==> config.mk <==
export PLATFORM = sky130hd
export DESIGN_NAME = in_cpld_flat
export DESIGN_NICKNAME = d
export VERILOG_FILES = /design/src/rtl/in_cpld_if.sv /design/src/rtl/in_cpld.sv /design/src/flat_wrapper.sv
export SDC_FILE = /design/constraint.sdc
export NUM_CORES = 1
export LEC_CHECK = 0
export ABC_CLOCK_PERIOD_IN_PS = 3700
export CELL_PAD_IN_SITES_DETAIL_PLACEMENT = 1
export CELL_PAD_IN_SITES_GLOBAL_PLACEMENT = 1
export CORE_ASPECT_RATIO = 0.6
export CORE_MARGIN = 8
export CORE_UTILIZATION = 41
export CTS_CLUSTER_DIAMETER = 50
export DETAILED_ROUTE_END_ITERATION = 12
export PLACE_DENSITY_LB_ADDON = 0.1
export REMOVE_ABC_BUFFERS = 1
export SYNTH_ARGS = -nofsm -noshare
export SYNTH_HDL_FRONTEND = slang
export SYNTH_SLANG_ARGS = --single-unit
==> constraint.sdc <==
create_clock -name pclk_50M -period 3.7 [get_ports pclk_50M]
set_clock_uncertainty 0.05 [all_clocks]
set_input_delay 0.555 -clock pclk_50M [delete_from_list [all_inputs] [get_ports pclk_50M]]
set_output_delay 0.555 -clock pclk_50M [all_outputs]
set_load 0.01 [all_outputs]
==> src/rtl/in_cpld_if.sv <==
// Host serial link of the interlock command receiver: 3-wire command input plus readback data.
interface in_cpld_if;
    logic sclk;
    logic sdi;
    logic cs_n;
    logic sdo;

    modport master (output sclk, output sdi, output cs_n, input sdo);
    modport slave  (input sclk, input sdi, input cs_n, output sdo);
endinterface

==> src/rtl/in_cpld.sv <==
// Host command receiver for the 8x8 interlock matrix: deserialises 40-bit frames and applies legal ones atomically.
// Optional readback shifter on sdo is built when IN_CPLD_READBACK_EN is defined.
module in_cpld #(
    parameter int SCLK_SYNC = 2
) (
    input  logic        pclk_50M,
    input  logic        prst_n,
    in_cpld_if.slave    host,
    output logic [1:8]  outP,
    output logic [1:28] out,
    output logic        frame_ok,
    output logic [1:0]  err_code,
    output logic [7:0]  rej_cnt
);
    typedef enum logic [1:0] {IDLE = 2'd0, SHIFT = 2'd1, CHECK = 2'd2, APPLY = 2'd3} state_t;

    function automatic logic [3:0] frame_csum(input logic [35:0] pl);
        logic [3:0] c;
        c = 4'h0;
        for (int n = 0; n < 9; n++) begin
            c = c ^ pl[35-4*n -: 4];
        end
        return c;
    endfunction

    // A set pair needs both ports enabled, and no port may appear in two set pairs.
    function automatic logic interlock_bad(input logic [1:8] p, input logic [1:28] o);
        logic [1:8] used;
        logic       bad;
        int         k;
        used = 8'h00;
        bad  = 1'b0;
        for (int j = 2; j <= 8; j++) begin
            for (int i = 1; i < j; i++) begin
                k       = (j - 1) * (j - 2) / 2 + i;
                bad     = bad | (o[k] & (~p[i] | ~p[j] | used[i] | used[j]));
                used[i] = used[i] | o[k];
                used[j] = used[j] | o[k];
            end
        end
        return bad;
    endfunction

    logic [SCLK_SYNC-1:0] sclk_sync_r;
    logic [SCLK_SYNC-1:0] sdi_sync_r;
    logic [SCLK_SYNC-1:0] cs_sync_r;
    logic                 sclk_d_r;
    logic                 cs_d_r;
    logic                 sclk_s;
    logic                 sdi_s;
    logic                 cs_s;
    logic                 sclk_rise_s;
    logic                 cs_fall_s;
    logic                 cs_rise_s;

    state_t               state_r;
    logic [5:0]           bit_cnt_r;
    logic [39:0]          shreg_r;
    logic [1:8]           pl_ports_s;
    logic [1:28]          pl_pairs_s;
    logic [1:0]           check_err_s;

    // Synchronise host pins; one extra stage on sclk and cs_n for edge detection
    always_ff @(posedge pclk_50M or negedge prst_n) begin
        if (!prst_n) begin
            sclk_sync_r <= {SCLK_SYNC{1'b0}};
            sdi_sync_r  <= {SCLK_SYNC{1'b0}};
            cs_sync_r   <= {SCLK_SYNC{1'b0}};
            sclk_d_r    <= 1'b0;
            cs_d_r      <= 1'b0;
        end else begin
            sclk_sync_r <= {sclk_sync_r[SCLK_SYNC-2:0], host.sclk};
            sdi_sync_r  <= {sdi_sync_r[SCLK_SYNC-2:0], host.sdi};
            cs_sync_r   <= {cs_sync_r[SCLK_SYNC-2:0], host.cs_n};
            sclk_d_r    <= sclk_s;
            cs_d_r      <= cs_s;
        end
    end

    assign sclk_s      = sclk_sync_r[SCLK_SYNC-1];
    assign sdi_s       = sdi_sync_r[SCLK_SYNC-1];
    assign cs_s        = cs_sync_r[SCLK_SYNC-1];
    assign sclk_rise_s = sclk_s & ~sclk_d_r;
    assign cs_fall_s   = ~cs_s & cs_d_r;
    assign cs_rise_s   = cs_s & ~cs_d_r;

    assign pl_ports_s  = shreg_r[39:32];
    assign pl_pairs_s  = shreg_r[31:4];

    // Frame verdict in priority order: length, checksum, interlock
    always_comb begin
        check_err_s = 2'd0;
        if (bit_cnt_r != 6'd40) begin
            check_err_s = 2'd1;
        end else if (frame_csum(shreg_r[39:4]) != shreg_r[3:0]) begin
            check_err_s = 2'd2;
        end else if (interlock_bad(pl_ports_s, pl_pairs_s)) begin
            check_err_s = 2'd3;
        end else begin
            check_err_s = 2'd0;
        end
    end

    // Frame FSM with registered request vectors and status
    always_ff @(posedge pclk_50M or negedge prst_n) begin
        if (!prst_n) begin
            state_r   <= IDLE;
            bit_cnt_r <= 6'd0;
            shreg_r   <= 40'h0;
            outP      <= 8'h00;
            out       <= 28'h0000000;
            frame_ok  <= 1'b0;
            err_code  <= 2'd0;
            rej_cnt   <= 8'd0;
        end else begin
            frame_ok <= 1'b0;
            case (state_r)
                IDLE: begin
                    if (cs_fall_s) begin
                        state_r   <= SHIFT;
                        bit_cnt_r <= 6'd0;
                    end
                end
                SHIFT: begin
                    // A bit arriving together with the cs_n rise still belongs to this frame
                    if (sclk_rise_s) begin
                        shreg_r <= {shreg_r[38:0], sdi_s};
                        if (bit_cnt_r != 6'd41) begin
                            bit_cnt_r <= bit_cnt_r + 6'd1;
                        end
                    end
                    if (cs_rise_s) begin
                        state_r <= CHECK;
                    end
                end
                CHECK: begin
                    if (check_err_s != 2'd0) begin
                        err_code <= check_err_s;
                        if (rej_cnt != 8'hFF) begin
                            rej_cnt <= rej_cnt + 8'd1;
                        end
                        state_r <= IDLE;
                    end else begin
                        state_r <= APPLY;
                    end
                end
                APPLY: begin
                    outP     <= pl_ports_s;
                    out      <= pl_pairs_s;
                    err_code <= 2'd0;
                    frame_ok <= 1'b1;
                    state_r  <= IDLE;
                end
                default: begin
                    state_r <= IDLE;
                end
            endcase
        end
    end

`ifdef IN_CPLD_READBACK_EN
    logic        sclk_fall_s;
    logic [39:0] rb_frame_s;
    logic [38:0] rb_r;
    logic [5:0]  rb_cnt_r;
    logic        sdo_r;

    assign sclk_fall_s = ~sclk_s & sclk_d_r;
    assign rb_frame_s  = {outP, out, frame_csum({outP, out})};

    // Readback shifter: snapshot the applied vectors at frame start, one bit per sclk fall
    always_ff @(posedge pclk_50M or negedge prst_n) begin
        if (!prst_n) begin
            rb_r     <= 39'h0;
            rb_cnt_r <= 6'd40;
            sdo_r    <= 1'b0;
        end else if (cs_fall_s) begin
            sdo_r    <= rb_frame_s[39];
            rb_r     <= rb_frame_s[38:0];
            rb_cnt_r <= 6'd1;
        end else if (sclk_fall_s) begin
            if (rb_cnt_r < 6'd40) begin
                sdo_r    <= rb_r[38];
                rb_r     <= {rb_r[37:0], 1'b0};
                rb_cnt_r <= rb_cnt_r + 6'd1;
            end else begin
                sdo_r <= 1'b0;
            end
        end
    end

    assign host.sdo = sdo_r;
`else
    assign host.sdo = 1'b0;
`endif

endmodule

==> src/flat_wrapper.sv <==
// flat-port wrapper written by rule: the top's interface ports become plain ports
module in_cpld_flat 
#(
    parameter int SCLK_SYNC = 2
)
  (pclk_50M, prst_n, outP, out, frame_ok, err_code, rej_cnt, host_sclk, host_sdi, host_cs_n, host_sdo);
  in_cpld_if host_i ();
  input  logic pclk_50M;
  input  logic prst_n;
  output logic [1:8] outP;
  output logic [1:28] out;
  output logic frame_ok;
  output logic [1:0] err_code;
  output logic [7:0] rej_cnt;
  input wire logic [$bits(host_i.sclk)-1:0] host_sclk;
  input wire logic [$bits(host_i.sdi)-1:0] host_sdi;
  input wire logic [$bits(host_i.cs_n)-1:0] host_cs_n;
  output wire logic [$bits(host_i.sdo)-1:0] host_sdo;
  assign host_i.sclk = host_sclk;
  assign host_i.sdi = host_sdi;
  assign host_i.cs_n = host_cs_n;
  assign host_sdo = host_i.sdo;
  in_cpld #(.SCLK_SYNC(SCLK_SYNC)) u_core (.pclk_50M(pclk_50M), .prst_n(prst_n), .host(host_i), .outP(outP), .out(out), .frame_ok(frame_ok), .err_code(err_code), .rej_cnt(rej_cnt));
endmodule
==> results of run 1 <==
==> power by group through the flow <==
stage / clock network, mW / registers [mW] / logic, mW
2_1_floorplan: 0 / 1.34 / 0.360
3_3_place_gp: 0 / 1.35 / 0.549
3_5_place_dp: 0 / 1.35 / 0.567
4_1_cts: 0.940 / 1.33 / 0.572
5_1_grt: 0.984 / 1.35 / 0.625
6_report: 0.910 / 1.33 / 0.562
==> cells by family (layout without fill, tap and decap cells) <==
logic type,count (synthesis),in the layout,synth area share (%)
other,1,1,0.0768
muxes,65,65,15.0
buffers and inverters,41,87,3.44
xor gates and xnor gates,42,42,7.54
adders and majority gates,8,8,2.05
and+or+nand+nor,100,100,11.0
AOI/OAI and AO/OA,55,55,8.05
DFF,103,103,52.8
==> cells in the mapped netlist (all sizes together), types with 3 or more instances <==
master / instances / area [µm²]
o21ai: 21 / 116
or4b: 4 / 43.8
nor2: 18 / 67.6
clkbuf: 22 / 82.6
inv: 14 / 52.6
xor2: 12 / 105
nor3b: 3 / 22.5
ha: 8 / 100
nand3: 7 / 35.0
buf: 5 / 32.5
xnor2: 30 / 263
a31o: 3 / 26.3
mux2: 65 / 732
dfrtp: 103 / 2580
nand2b: 5 / 31.3
nor4b: 4 / 35.0
nor2b: 3 / 18.8
nand2: 27 / 101
or4: 3 / 26.3
a21oi: 4 / 20.0
o31a: 3 / 26.3
nor3: 10 / 50.1
o41ai: 3 / 26.3
nand4: 8 / 50.1
==> final timing paths <==
kind                                                        end  slack (ps)
worst max-delay path              u_core.rej_cnt[1]$_DFFE_PN0P_         540
worst min-delay path                  u_core.out[9]$_DFFE_PN0P_         200
worst max register to register    u_core.rej_cnt[1]$_DFFE_PN0P_         540
worst min register to register  u_core.sclk_sync_r[1]$_DFF_PN0_         310
max in group asynchronous         u_core.shreg_r[4]$_DFFE_PN0P_        2570
min in group pclk_50M           u_core.sclk_sync_r[1]$_DFF_PN0_         310
==> area by class of cell <==
class / instances / share of cell area, %
Sequential cell: 103 / 44.3
Multi-Input combinational cell: 271 / 37.0
Clock buffer: 9 / 3.87
Clock inverter: 7 / 0.967
Timing Repair Buffer: 57 / 9.50
Tap cell: 165 / 3.54
Inverter: 14 / 0.902
==> state kept, by name, indices dropped and copies added (netlist names) <==
name / count
u_core.sclk_sync_r: 2
u_core.frame_ok: 1
u_core.cs_sync_r: 2
u_core.out: 28
u_core.state_r: 2
u_core.err_code: 2
u_core.outP: 8
u_core.cs_d_r: 1
u_core.sclk_d_r: 1
u_core.shreg_r: 40
u_core.sdi_sync_r: 2
u_core.bit_cnt_r: 6
u_core.rej_cnt: 8
==> worst register-to-register path: cells and delay by family (launching register included) <==
family | cells | cell delay [ps]
DFF | 1 | 550
muxes | 1 | 350
AOI/OAI and AO/OA | 3 | 740
and+or+nand+nor | 3 | 1370
==> layer usage <==
layer  up-vias  global-route usage, %  wire length (µm)
met3         4                   5.05               794
met1      1671                   25.5              6470
met4         0                   3.67                48
met5         -                      0                 0
met2        76                   23.8              5230
li1       1541                      -                 -
==> impl_metrics.ini, run 1 <==
[final_layout]
layout_common_cells = dfrtp_1 (103), mux2_2 (64), clkdlybuf4s50_1 (50)
postLayoutCellArea_um2 = 5820
multiInputGateArea_um2 = 2150
regArea_um2 = 2580
fin_cells = 626
fillers = 1257
layout_commonest_cell = dfrtp_1
layout.nets = 469
area_growth_pct = 19.3
antenna_cells = 0
fin_util_pct = 49.2
final_layout_size_suffix_gt1_share_pct = 20.8

[global_route]
grt_pass1_wl_um = 20900
grt_max_degree = 51
grt.overflow.total = 0
grt_antenna_before_repair = 0
gr-usage-all-layers_pct = 17.1
grt_pass1_vias = 3559

[flow_run]
maxCapViolations = 0

[detailed_routing]
drt-wirelength-per-cell_um = 20.0
final_antenna_net_count = 0
drc = 0
drt_wl_total_um = 12500
routed_via_density = 5.26
first_pass_iters = 4
drtIter0Drc = 127
num_vias = 3292

[synth]
synth_ff_type = dfrtp_1
yosysUniqueCellTypes = 57
async_flop_share_pct = 100
synth.cell_area_um2 = 4880
syn_area_per_cell_um2 = 11.8
synthCells = 415
synth-edff-count = 0
yosysWarnings = 0
ys_seq_area_share_pct = 52.8
synth-seq-cells = 103

[critical_path]
path_max_fanout = 13
critical_path.top_delay_family = simple AND/OR/NAND/NOR gates
cp_cell_sequence = or4b_1, o41ai_1, and3_1, o2111ai_1, or4_4, o21ai_4, mux2_1
r2r_cells = 7
crit_type = reg2reg
reg2reg_from = u_core.shreg_r[29]$_DFFE_PN0P_
cp.buffers_inverters = 0
slowest_stage = or4b_1
worst-path-stages = 7
startpoint_type = flip-flop
setup.worst_path.start = u_core.shreg_r[29]$_DFFE_PN0P_
cp_data_arrival_time_ps = 3340
endpoint_kind = flip-flop
max_stage_delay_ps = 620
required_ps = 3880

[power]
power_mw = 2.80
power_switching_mw = 0.832
combPwrFrac_pct = 20.0
p_clk_share_pct = 32.5
p_seq_share_pct = 47.5
p_per_area_nw_per_um2 = 481
vdd_drop_max_mv = 0.215
switching_share_pct = 29.7
p_leak_nw = 2.58
internal-power_mw = 1.97

[timing]
fin_setup_tns_ps = 0
tightest_slew_ps = 1020
slew_viol_final = 0
hold_viol = 0
rsz0062_at_grt = no
finalWorstSetupSlack_ps = 536
worst_hold_slack_ps = 196
final.period_utilization_pct = 85.5
period_needed_ps = 3160
fmax_mhz = 316
slew_headroom_pct = 31.7
setup_viol = 0

[run_status]
status = complete, no violations

[clock_tree]
cts_resized = 0
clock_latency_ps = 340
cts_made_buffers = 9
clk_path_buf_depth = 2
cts_hold_buffers = 0
clock_sinks = 103
h-tree-depth = 3
clkTransAtPathRegs_ps = 70
post_cts_buffers = 0
root_buffer = clkbuf_16
cts_tree = yes

[floorplan]
fp.dieArea_um2 = 15800
num_rows = 31
pin_count = 53
start_util_pct = 41.3
die_w_um = 157
die_h_um = 101
coreArea_um2 = 11800

[placed_design]
dpl_cell_area_um2 = 5540
io_buffers = 51
hpwl_um = 9110
dp_slack_ps = 567
dp_cells = 610
routabilityCongestion = 0.884

[hold_path]
hold_class = in2async
(Power assumes the default switching activity.)
==> run 2: changes to the inputs <==
- REMOVE_ABC_BUFFERS: 1 -> not set
==> impl_metrics.ini, run 2 (synthesis gave the netlist of run 1 again) <==
[detailed_routing]
drtIter0Drc = 148
routed_via_density = 5.39
drt_wl_total_um = 12700
drt-wirelength-per-cell_um = 20.2
final_antenna_net_count = 0
first_pass_iters = 4
num_vias = 3393
drc = 0

[clock_tree]
clkTransAtPathRegs_ps = 80
cts_resized = 0
h-tree-depth = 3
cts_made_buffers = 9
clk_path_buf_depth = 2
post_cts_buffers = 0
clock_sinks = 103
root_buffer = clkbuf_16
clock_latency_ps = 350
cts_tree = yes
cts_hold_buffers = 0

[global_route]
gr-usage-all-layers_pct = 17.3
grt.overflow.total = 0
grt_max_degree = 104
grt_pass1_wl_um = 21000
grt_antenna_before_repair = 0
grt_pass1_vias = 3636

[critical_path]
cp-endpoint = u_core.rej_cnt[1]$_DFFE_PN0P_
endpoint_kind = flip-flop
crit_type = reg2reg
path_max_fanout = 10
required_ps = 3890
r2r_end = u_core.rej_cnt[1]$_DFFE_PN0P_
r2r_cells = 8
ff2ff_setup_slack_ps = 460
cp_data_arrival_time_ps = 3430
startpoint_type = flip-flop
reg2reg_from = u_core.shreg_r[30]$_DFFE_PN0P_
setup.worst_path.start = u_core.shreg_r[30]$_DFFE_PN0P_

[timing]
rsz0062_at_grt = no
fmax_mhz = 308
finalWorstSetupSlack_ps = 456
slew_headroom_pct = 33.0
period_needed_ps = 3240
fin_setup_tns_ps = 0
final.period_utilization_pct = 87.7
hold_viol = 0
setup_viol = 0
slew_viol_final = 0
tightest_slew_ps = 1000

[final_layout]
top_register = u_core.shreg_r
multiInputGateArea_um2 = 2150
largest_reg_flops = 40
antenna_cells = 0
fin_cells = 629
regArea_um2 = 2580
final_layout_size_suffix_gt1_share_pct = 21.3
postLayoutCellArea_um2 = 5890
reg.largest.list = u_core.shreg_r x40, u_core.out x28
layout_commonest_cell = dfrtp_1
layout.nets = 472
area_growth_pct = 20.7
layout_common_cells = dfrtp_1 (103), mux2_2 (64), clkdlybuf4s50_1 (50)
fillers = 1218

[power]
vdd_drop_max_mv = 0.200
p_per_area_nw_per_um2 = 496
p_leak_nw = 2.61
power_mw = 2.92

[flow_run]
maxCapViolations = 0

[floorplan]
start_util_pct = 41.3
die_w_um = 157
num_rows = 31
coreArea_um2 = 11800
die_h_um = 101
pin_count = 53
fp.dieArea_um2 = 15800

[placed_design]
dpl_cell_area_um2 = 5580
dp_cells = 613
routabilityCongestion = 0.894
hpwl_um = 8950
dp_slack_ps = 533
io_buffers = 51

[synth]
synth_nets = 428

[hold_path]
hold_class = in2async

[run_status]
status = complete, no violations
## run 2: changes by cell type in the layout (fill, tap and decap cells not counted), sizes merged
cell | before | now
bufinv | 0 | 1
clkinv | 4 | 0
clkinvlp | 0 | 1
inv | 17 | 19
buf | 7 | 10
## run 2: worst min path at each step
stage                                  start                         endpoint  slack, ps  depth (start not counted)
2_1_floorplan                         prst_n  u_core.bit_cnt_r[0]$_DFFE_PN0P_        210                          0
3_3_place_gp   u_core.cs_sync_r[0]$_DFF_PN0_    u_core.cs_sync_r[1]$_DFF_PN0_        280                          0
3_5_place_dp   u_core.cs_sync_r[0]$_DFF_PN0_    u_core.cs_sync_r[1]$_DFF_PN0_        290                          0
4_1_cts                               prst_n   u_core.sdi_sync_r[1]$_DFF_PN0_        240                          2
5_1_grt                               prst_n   u_core.sdi_sync_r[1]$_DFF_PN0_        250                          2
6_report                              prst_n   u_core.sdi_sync_r[1]$_DFF_PN0_        200                          2
## run 2: report_power, final
part / switching, mW / total [mW] / internal [mW]
sequential: 0.123 / 1.34 / 1.22
combinational: 0.286 / 0.581 / 0.295
clock: 0.461 / 1.00 / 0.542
## run 2: through the flow
stage | hold slack (ps) | utilization [%]
6_report | 199 | 49.8
3_3_place_gp | 282 | 47.1
5_1_grt | 246 | 49.8
3_5_place_dp | 287 | 47.1
2_1_floorplan | 209 | -
4_1_cts | 241 | 49.8
## run 2: worst max-delay path, stage by stage, from the launching register on
cell       delay, ps
dfrtp_1          390
buf_4            170
or4b_1           580
o41ai_1          410
and3_1           230
o2111ai_1        160
or4_4            530
o21ai_4          260
mux2_1           350
## run 2: layout make-up
class | count | share of cell area, %
multi-input combinational | 271 | 36.6
tap | 165 | 3.51
clock buffer | 9 | 3.82
clock inverter | 7 | 1.47
timing repair buffer | 60 | 9.99
sequential | 103 | 43.8
inverter | 14 | 0.892
## run 2: metal layers
layer | vias up | track usage, % | routed length, µm
met5 | - | 0 | 0
met4 | 0 | 4.19 | 136
met3 | 14 | 5.99 | 895
met2 | 78 | 24.4 | 5260
met1 | 1747 | 24.7 | 6390
li1 | 1554 | - | -
